<file path="src/rtl/cpu_trace_monitor_if.sv">
// Trace read port between cpu_trace_monitor (master) and its consumer (slave).
// Show-ahead valid/ready handshake that carries one classified trace record.
interface cpu_trace_monitor_if #(
    parameter int unsigned XLEN = 32
) ();
    logic            rd_valid;
    logic            rd_ready;
    logic [1:0]      rd_kind;
    logic [XLEN-1:0] rd_pc;
    logic [XLEN-1:0] rd_ir;
    logic [XLEN-1:0] rd_wdata;
    logic [XLEN-1:0] rd_mdr;

    modport master (
        output rd_valid, rd_kind, rd_pc, rd_ir, rd_wdata, rd_mdr,
        input  rd_ready
    );

    modport slave (
        input  rd_valid, rd_kind, rd_pc, rd_ir, rd_wdata, rd_mdr,
        output rd_ready
    );
endinterface

</file>
<file path="src/rtl/cpu_trace_monitor.sv">
// Samples CPU observation buses per step, classifies PC/IR changes and queues trace records.
// Optional halt-on-breakpoint (trig_en/trig_pc ports) is built when TRACE_PC_TRIGGER_EN is defined.
module cpu_trace_monitor #(
    parameter int unsigned XLEN         = 32,
    parameter int unsigned DEPTH        = 16,
    parameter int unsigned CNT_W        = 16,
    parameter bit          RING_DEFAULT = 1'b1
) (
    input  logic                    clk,
    input  logic                    rst,
    input  logic                    sample_en,
    input  logic [XLEN-1:0]         pc_in,
    input  logic [XLEN-1:0]         ir_in,
    input  logic [XLEN-1:0]         mdr_in,
    input  logic [XLEN-1:0]         wdata_in,
    input  logic                    clear,
    input  logic                    ring_mode,
`ifdef TRACE_PC_TRIGGER_EN
    input  logic                    trig_en,
    input  logic [XLEN-1:0]         trig_pc,
`endif
    cpu_trace_monitor_if.master     trace,
    output logic [$clog2(DEPTH):0]  level,
    output logic [CNT_W-1:0]        step_cnt,
    output logic [CNT_W-1:0]        seq_cnt,
    output logic [CNT_W-1:0]        jump_cnt,
    output logic [CNT_W-1:0]        lost_cnt,
    output logic                    frozen
);
    localparam int unsigned PTR_W = $clog2(DEPTH);

    typedef enum logic [1:0] {ST_ARMED, ST_RUN, ST_FROZEN} state_t;
    typedef enum logic [1:0] {
        KIND_SEQ   = 2'b00,
        KIND_JMP   = 2'b01,
        KIND_IRC   = 2'b10,
        KIND_FIRST = 2'b11
    } kind_t;

    typedef struct packed {
        kind_t           kind;
        logic [XLEN-1:0] pc;
        logic [XLEN-1:0] ir;
        logic [XLEN-1:0] wdata;
        logic [XLEN-1:0] mdr;
    } rec_t;

    state_t           state, state_nxt;
    kind_t            kind;
    rec_t             mem [DEPTH];
    rec_t             head, last_q, new_rec;
    logic [PTR_W-1:0] wr_ptr, rd_ptr;
    logic [PTR_W:0]   count;
    logic [XLEN-1:0]  prev_pc, prev_ir, pc_plus4;
    logic             ring_q, flush, push, pop, full, overflow, wr_en, rd_adv, trig_hit;

    function automatic logic [CNT_W-1:0] sat_inc(input logic [CNT_W-1:0] v);
        return (&v) ? v : v + 1'b1;
    endfunction

`ifdef TRACE_PC_TRIGGER_EN
    assign trig_hit = trig_en && (pc_in == trig_pc);
`else
    assign trig_hit = 1'b0;
`endif

    assign flush    = rst || clear;
    assign pc_plus4 = prev_pc + XLEN'(4);
    assign full     = (count == (PTR_W+1)'(DEPTH));
    assign pop      = (count != '0) && trace.rd_ready;
    // A pop in the same cycle frees the slot, so a full FIFO only overflows without one.
    assign overflow = push && full && !pop;
    assign wr_en    = push && (!overflow || ring_q);
    assign rd_adv   = pop || (overflow && ring_q);
    assign new_rec  = '{kind: kind, pc: pc_in, ir: ir_in, wdata: wdata_in, mdr: mdr_in};

    always_ff @(posedge clk) begin
        if (flush) state <= ST_ARMED;
        else       state <= state_nxt;
    end

    always_comb begin
        state_nxt = state;
        push      = 1'b0;
        kind      = KIND_SEQ;
        if (!flush) begin
            case (state)
                ST_ARMED: begin
                    if (sample_en) begin
                        push      = 1'b1;
                        kind      = KIND_FIRST;
                        state_nxt = ST_RUN;
                    end
                end
                ST_RUN: begin
                    if (sample_en) begin
                        if (pc_in != prev_pc) begin
                            push = 1'b1;
                            kind = (pc_in == pc_plus4) ? KIND_SEQ : KIND_JMP;
                        end else if (ir_in != prev_ir) begin
                            push = 1'b1;
                            kind = KIND_IRC;
                        end
                        if ((push && full && !pop && !ring_q) || trig_hit) state_nxt = ST_FROZEN;
                    end
                end
                default: ;
            endcase
        end
    end

    always_ff @(posedge clk) begin
        if (rst)                               ring_q <= RING_DEFAULT;
        else if (!clear && state == ST_ARMED)  ring_q <= ring_mode;
    end

    always_ff @(posedge clk) begin
        if (wr_en) mem[wr_ptr] <= new_rec;
    end

    always_ff @(posedge clk) begin
        if (flush) begin
            wr_ptr   <= '0;
            rd_ptr   <= '0;
            count    <= '0;
            last_q   <= '0;
            prev_pc  <= '0;
            prev_ir  <= '0;
            step_cnt <= '0;
            seq_cnt  <= '0;
            jump_cnt <= '0;
            lost_cnt <= '0;
        end else begin
            if (wr_en)  wr_ptr <= wr_ptr + 1'b1;
            if (rd_adv) rd_ptr <= rd_ptr + 1'b1;
            if (wr_en && !rd_adv)      count <= count + 1'b1;
            else if (!wr_en && rd_adv) count <= count - 1'b1;
            if (pop) last_q <= head;
            if (sample_en && state != ST_FROZEN) begin
                prev_pc <= pc_in;
                prev_ir <= ir_in;
            end
            if (sample_en)                   step_cnt <= sat_inc(step_cnt);
            if (push && kind == KIND_SEQ)    seq_cnt  <= sat_inc(seq_cnt);
            if (push && kind == KIND_JMP)    jump_cnt <= sat_inc(jump_cnt);
            if (overflow)                    lost_cnt <= sat_inc(lost_cnt);
        end
    end

    // Empty FIFO keeps presenting the most recently consumed record.
    assign head           = (count != '0) ? mem[rd_ptr] : last_q;
    assign trace.rd_valid = (count != '0);
    assign trace.rd_kind  = head.kind;
    assign trace.rd_pc    = head.pc;
    assign trace.rd_ir    = head.ir;
    assign trace.rd_wdata = head.wdata;
    assign trace.rd_mdr   = head.mdr;
    assign level          = count;
    assign frozen         = (state == ST_FROZEN);
endmodule

</file>
<file path="src/flat_wrapper.sv">
// flat-port wrapper written by rule: the top's interface ports become plain ports
module cpu_trace_monitor_flat 
#(
    parameter int unsigned XLEN         = 32,
    parameter int unsigned DEPTH        = 16,
    parameter int unsigned CNT_W        = 16,
    parameter bit          RING_DEFAULT = 1'b1
)
  (clk, rst, sample_en, pc_in, ir_in, mdr_in, wdata_in, clear, ring_mode, level, step_cnt, seq_cnt, jump_cnt, lost_cnt, frozen, trace_rd_valid, trace_rd_kind, trace_rd_pc, trace_rd_ir, trace_rd_wdata, trace_rd_mdr, trace_rd_ready);
  cpu_trace_monitor_if #(.XLEN(XLEN)) trace_i ();
  input  logic clk;
  input  logic rst;
  input  logic sample_en;
  input  logic [XLEN-1:0] pc_in;
  input  logic [XLEN-1:0] ir_in;
  input  logic [XLEN-1:0] mdr_in;
  input  logic [XLEN-1:0] wdata_in;
  input  logic clear;
  input  logic ring_mode;
  output logic [$clog2(DEPTH):0] level;
  output logic [CNT_W-1:0] step_cnt;
  output logic [CNT_W-1:0] seq_cnt;
  output logic [CNT_W-1:0] jump_cnt;
  output logic [CNT_W-1:0] lost_cnt;
  output logic frozen;
  output wire logic [$bits(trace_i.rd_valid)-1:0] trace_rd_valid;
  output wire logic [$bits(trace_i.rd_kind)-1:0] trace_rd_kind;
  output wire logic [$bits(trace_i.rd_pc)-1:0] trace_rd_pc;
  output wire logic [$bits(trace_i.rd_ir)-1:0] trace_rd_ir;
  output wire logic [$bits(trace_i.rd_wdata)-1:0] trace_rd_wdata;
  output wire logic [$bits(trace_i.rd_mdr)-1:0] trace_rd_mdr;
  input wire logic [$bits(trace_i.rd_ready)-1:0] trace_rd_ready;
  assign trace_rd_valid = trace_i.rd_valid;
  assign trace_rd_kind = trace_i.rd_kind;
  assign trace_rd_pc = trace_i.rd_pc;
  assign trace_rd_ir = trace_i.rd_ir;
  assign trace_rd_wdata = trace_i.rd_wdata;
  assign trace_rd_mdr = trace_i.rd_mdr;
  assign trace_i.rd_ready = trace_rd_ready;
  cpu_trace_monitor #(.XLEN(XLEN), .DEPTH(DEPTH), .CNT_W(CNT_W), .RING_DEFAULT(RING_DEFAULT)) u_core (.clk(clk), .rst(rst), .sample_en(sample_en), .pc_in(pc_in), .ir_in(ir_in), .mdr_in(mdr_in), .wdata_in(wdata_in), .clear(clear), .ring_mode(ring_mode), .trace(trace_i), .level(level), .step_cnt(step_cnt), .seq_cnt(seq_cnt), .jump_cnt(jump_cnt), .lost_cnt(lost_cnt), .frozen(frozen));
endmodule
</file>
<file path="config.mk">
export PLATFORM = sky130hd
export DESIGN_NAME = cpu_trace_monitor_flat
export DESIGN_NICKNAME = d
export VERILOG_FILES = /design/src/rtl/cpu_trace_monitor_if.sv /design/src/rtl/cpu_trace_monitor.sv /design/src/flat_wrapper.sv
export SDC_FILE = /design/constraint.sdc
export NUM_CORES = 2
export LEC_CHECK = 0
export BUFFER_PORTS_ARGS = -buffer_cell sky130_fd_sc_hd__buf_2
export CAP_MARGIN = 20
export CELL_PAD_IN_SITES_DETAIL_PLACEMENT = 0
export CELL_PAD_IN_SITES_GLOBAL_PLACEMENT = 1
export CORE_ASPECT_RATIO = 0.75
export CORE_UTILIZATION = 49
export DETAILED_ROUTE_END_ITERATION = 16
export PLACE_DENSITY_LB_ADDON = 0.05
export SKIP_CTS_REPAIR_TIMING = 1
export SYNTH_ARGS = -nofsm -noshare
export SYNTH_HDL_FRONTEND = slang
export SYNTH_SLANG_ARGS = --single-unit
</file>
<file path="constraint.sdc">
create_clock -name clk -period 11.89 [get_ports clk]
set_input_delay 1.189 -clock clk [delete_from_list [all_inputs] [get_ports clk]]
set_output_delay 1.189 -clock clk [all_outputs]
set_load 0.05 [all_outputs]
</file>
* Yosys cells after proc, flatten, opt, wreduce, memory -nomap -nowiden
Memory sizes are Yosys's and may differ from the RTL's. A register that Yosys moved wholly into a read port is not among the register bits. Index checks and enable logic that the tools add are counted. W data, S select, Z words.
Cells by class: equality and inequality tests 11, bitwise gates (word level) 4, mux-type cells 27, $add $sub $neg 9, reductions and logical operators 37
Operators by type and width (number):
- $mux W130 | 1
- $add A16 B1 Y16 const B | 4
- $ne A32 B32 Y1 | 2
- $reduce_and A16 Y1 | 4
- $add A32 B3 Y32 const B | 1
- $eq A32 B32 Y1 | 1
- $mux W2 | 8
- $logic_and A1 B1 Y1 | 14
- $mux W1 | 11
- $mux W5 | 2
- $add A4 B1 Y4 const B | 2
- $mux W4 | 2
- $pmux W2 S2 | 2
- $reduce_and A2 Y1 | 4
- $logic_not A1 Y1 | 6
- $ne A2 B2 Y1 const B | 3
- $add A5 B1 Y5 const B | 1
- $eq A5 B5 Y1 const B | 1
- $reduce_bool A5 Y1 | 1
- $sub A5 B1 Y5 const B | 1
- $eq A2 B1 Y1 const B | 2
- $logic_not A2 Y1 | 2
- $not A1 Y1 | 4
- $reduce_and A4 Y1 | 1
- other kinds (5) | 8
Storage, ports and cells: register bits 274, bits of input ports 134, memories 1, bits in writable memories 2080
Memory list:
- u_core.mem | depth 16, width 130, rd ports 1, clocked after memory_dff 1, write ports 1, line cpu_trace_monitor.sv:50 | rec_t mem [DEPTH];

* Depth between registers and ports, before layout
depth after elaboration 18, mapped depth 16

* Worst setup path after synthesis
Ideal clock, no wire load.
path type input -> register, start input clear, end memory u_core.mem[3][0] (netlist name), enable pin, stages 6, path slack -235 ps, arrival 11346 ps, library setup time 779 ps, cell sequence clkbuf_1 -> nor2_1 -> nand2_1 -> a311oi_2 -> nand2_1 -> nor3_1
Between the ends: cells in the longest elaborated chain, start to end 9
RTL lines:
- from (decl) | line flat_wrapper.sv:18 | input logic clear;
- $logic_or A1 B1 Y1 (*) | line cpu_trace_monitor.sv:67 | assign flush = rst || clear;
- $mux W1 (*) | line cpu_trace_monitor.sv:86 | if (!flush) begin
- $logic_and A1 B1 Y1 (2 in series) | line cpu_trace_monitor.sv:72 | assign overflow = push && full && !pop;
- $logic_not A1 Y1 | line cpu_trace_monitor.sv:73 | assign wr_en = push && (!overflow || ring_q);
- $logic_or A1 B1 Y1 | line cpu_trace_monitor.sv:73
- $logic_and A1 B1 Y1 (*) | line cpu_trace_monitor.sv:73
- named net u_core.wr_en | line cpu_trace_monitor.sv:55 | logic ring_q, flush, push, pop, full, overflow, wr_en, rd_adv, trig_hit;
- $mux W1 (*) | line cpu_trace_monitor.sv:118 | if (wr_en) mem[wr_ptr] <= new_rec;
- $mux W1 (not written as such) (*) | line cpu_trace_monitor.sv:118
- to (decl) | line cpu_trace_monitor.sv:50
The timed path passes the listed nets; every way through them passes the cells marked *.

==> metrics.txt <==
Yosys cell types 68; num ports 335; Peak Freq 160 MHz; largest cells by area after synthesis edfxtp_1 68%, mux4_2 16%, dfxtp_1 6.1%; mux cell area share after synthesis 0.175; final instance area 104000 um2; post-route ant nets 0; H-tree lvl count 4; Top FF cell, synth edfxtp_1; Sw Pwr 4.04 mW; DIE WIDTH 501 um; max-slew violations 0; YS warnings 0; Critical Path AT 5.07 ns; Routability Congestion 0.785; Cell Area, Synth 91600 um2; Avg Inst Size Synth 19.8 um2; later-pin clock latency in the skew report 0.83 ns; crit path kind reg -> out; slew of the pin with the lowest slew margin 1.16 ns; gr ovfl total 0; Syn Nets 4776; Leak 32.3 nW; Final Hold Violating Endpoints 0; cell chain of the critical path buf_12, buf_4, mux4_2, nor2b_1, a211oi_1, a21oi_1, mux2_2, buf_2; Post-Synth Simple-Gate Area 0.0367; slowest CP cell dfxtp_4; CTS tree done; vias after detailed routing 45401; HP Class reg -> reg; clk sinks 2358; critical path's largest stage delay 0.96 ns; Final Hold Slack 0.452 ns; DRC violations left 0; port bufs 334; CP Capture Type output pin; PD cells 170 nW/um2; Synth top area share 0.682; wire length of the first global-routing pass 324000 um; largest net degree at the start of global routing 135; Routed WL 224000 um; Post-Synth XOR/XNOR Area 0.00962; GRT Total Usage 0.238; # fillers 14165; number of global-route vias before repair 45309; num rows 137; commonest non-fill, non-tap cell in the layout edfxtp_1; area of the multi-input gates 22600 um2; #FFs+latches synth 2358; worst-case clock buffer depth 3; minimum clock period after layout 6.26 ns; CP startpoint kind flop; Starting Density 0.493; total CTS buffers 221; highest-count cells in the layout ignoring fill and taps 2080 x edfxtp_1, 637 x mux4_2, 444 x nand2_1; area leader, netlist edfxtp_1; hpwl dp 114000 um; ys async rst share 0; Combinational Power Share 0.082; main combinational cell family by area after synthesis multiplexers; Worst-path clk slew 0.06 ns; post-layout util 0.557; wire per inst 29.0 um; Area after DPL 96200 um2; EDFF count, synth 2080; total power 17.6 mW; die height 376 um; Root Buffer clkbuf_16; max cap viols 0; fraction of the mapped netlist area in adder cells 0.00213; core footprint 186000 um2; Clk network pwr share 0.402; Pint 13.5 mW; layout cell share with drive strength beyond 1 0.296; fin crit share 0.527; initial antenna violation count 40; Finish-stage setup viols 0; Sw Ratio 0.230; Flop pwr share 0.516; register area 68000 um2; first-pass detailed-route iteration total 5; outcome complete, no violations; skew final 0.0334 ns; sequential area share after synthesis 0.743; critical path required time 10.70 ns; layout net count 5136; P&R area growth vs syn 13.0%; setup TNS 0 ns; DR vias/cell 5.90; Mapped Cells 4627; DIE AREA 189000 um2; Initial DRC Count 4471; CP Max Fanout 134; Slew HR 0.229; Compound-Gate Fraction of Synth Area 0.0217; RSZ-0062 raised after global routing false; VDD IR max 0.000158 V
[cells by family (layout without fill, tap and decap cells)]
logic type | count (synthesis) | after routing
buf+inv | 275 | 829
other cells | 0 | 18
fa+ha+maj | 15 | 15
xor+xnor | 99 | 99
compound gates | 344 | 344
mux | 793 | 793
simple gates | 743 | 743
flops | 2358 | 2358
[worst paths after layout]
| kind | startpoint | end | slack (ns) | cells after the start |
|---|---|---|---|---|
| worst max register to register | u_core.prev_ir[31] | u_core.mem[10][20] | 6.32 | 9 |
| worst max-delay path | flop | trace_rd_mdr[12] | 5.63 | 8 |
| worst min register to register | u_core.last_q[16] | u_core.last_q[16] | 0.45 | 2 |
| worst min-delay path | u_core.last_q[16] | u_core.last_q[16] | 0.45 | 2 |
[synth_stat cells (all sizes together), types with 3 or more instances]
cell / n
edfxtp: 2080
mux4: 637
nand2: 446
dfxtp: 278
a21oi: 241
clkbuf: 169
mux2: 130
buf: 91
nor2: 79
xor2: 70
nand3: 39
nand4: 28
xnor2: 28
mux2i: 26
nor3: 25
nor2b: 22
and3: 20
or3: 20
o21ai: 19
nor4: 18
o31ai: 17
a211oi: 15
inv: 15
ha: 14
or4: 14
a31o: 8
and4: 8
o211ai: 8
a31oi: 7
nand2b: 7
and2: 6
a41o: 4
nor3b: 4
a21o: 3
a311oi: 3
o41ai: 3
[cell type report]
cell class	count	share of cell area
flip-flops and latches	2358	0.657
multi-input cells	1994	0.219
clock buffers	293	0.0584
well taps	2502	0.0302
repair buffers	397	0.0229
clock inverters	124	0.0115
inverters	15	0.000544
diodes	18	0.000435
[power by group through the flow]
stage	Sequential, mW	Combinational (mW)	Clock, mW
after floorplan	9.24	0.977	0
after detailed placement	9.24	1.47	0
final	9.06	1.44	7.07
after global placement	9.24	1.46	0
after CTS	9.06	1.47	7.22
after global routing	9.06	1.53	7.52
[worst max-delay path: cells and delay by family (launching register included)]
| kind | cells | cell delay, ns |
|---|---|---|
| buffers and inverters | 3 | 1.77 |
| AND/OR/NAND/NOR | 1 | 0.14 |
| flip-flops | 1 | 0.96 |
| AO/OA/AOI/OAI | 2 | 0.50 |
| multiplexers | 2 | 0.74 |
[layer usage]
layer,up-vias,GRT usage,share of wire
met5,-,0,0.00051
met4,18,0.0515,0.018
met3,291,0.0395,0.053
met2,1224,0.369,0.47
met1,24295,0.358,0.45
li1,19573,-,-
[stage by stage]
stage	instances	setup WS (ns)
floorplan	4627	-0.191
global placement	7266	5.12
detailed placement	7266	5.11
CTS	7683	5.49
global route	7692	5.37
finish	7701	5.63
[state kept, by name (all words and copies together) (netlist names), named ones only]
name,flops
u_core.mem,2080
u_core.last_q,130
u_core.prev_ir,32
u_core.prev_pc,32
u_core.jump_cnt,16
u_core.lost_cnt,16
u_core.seq_cnt,16
u_core.step_cnt,16
u_core.level,5
u_core.rd_ptr,4
u_core.wr_ptr,4
u_core.state,2
u_core.ring_q,1
(Power assumes the default switching activity.)
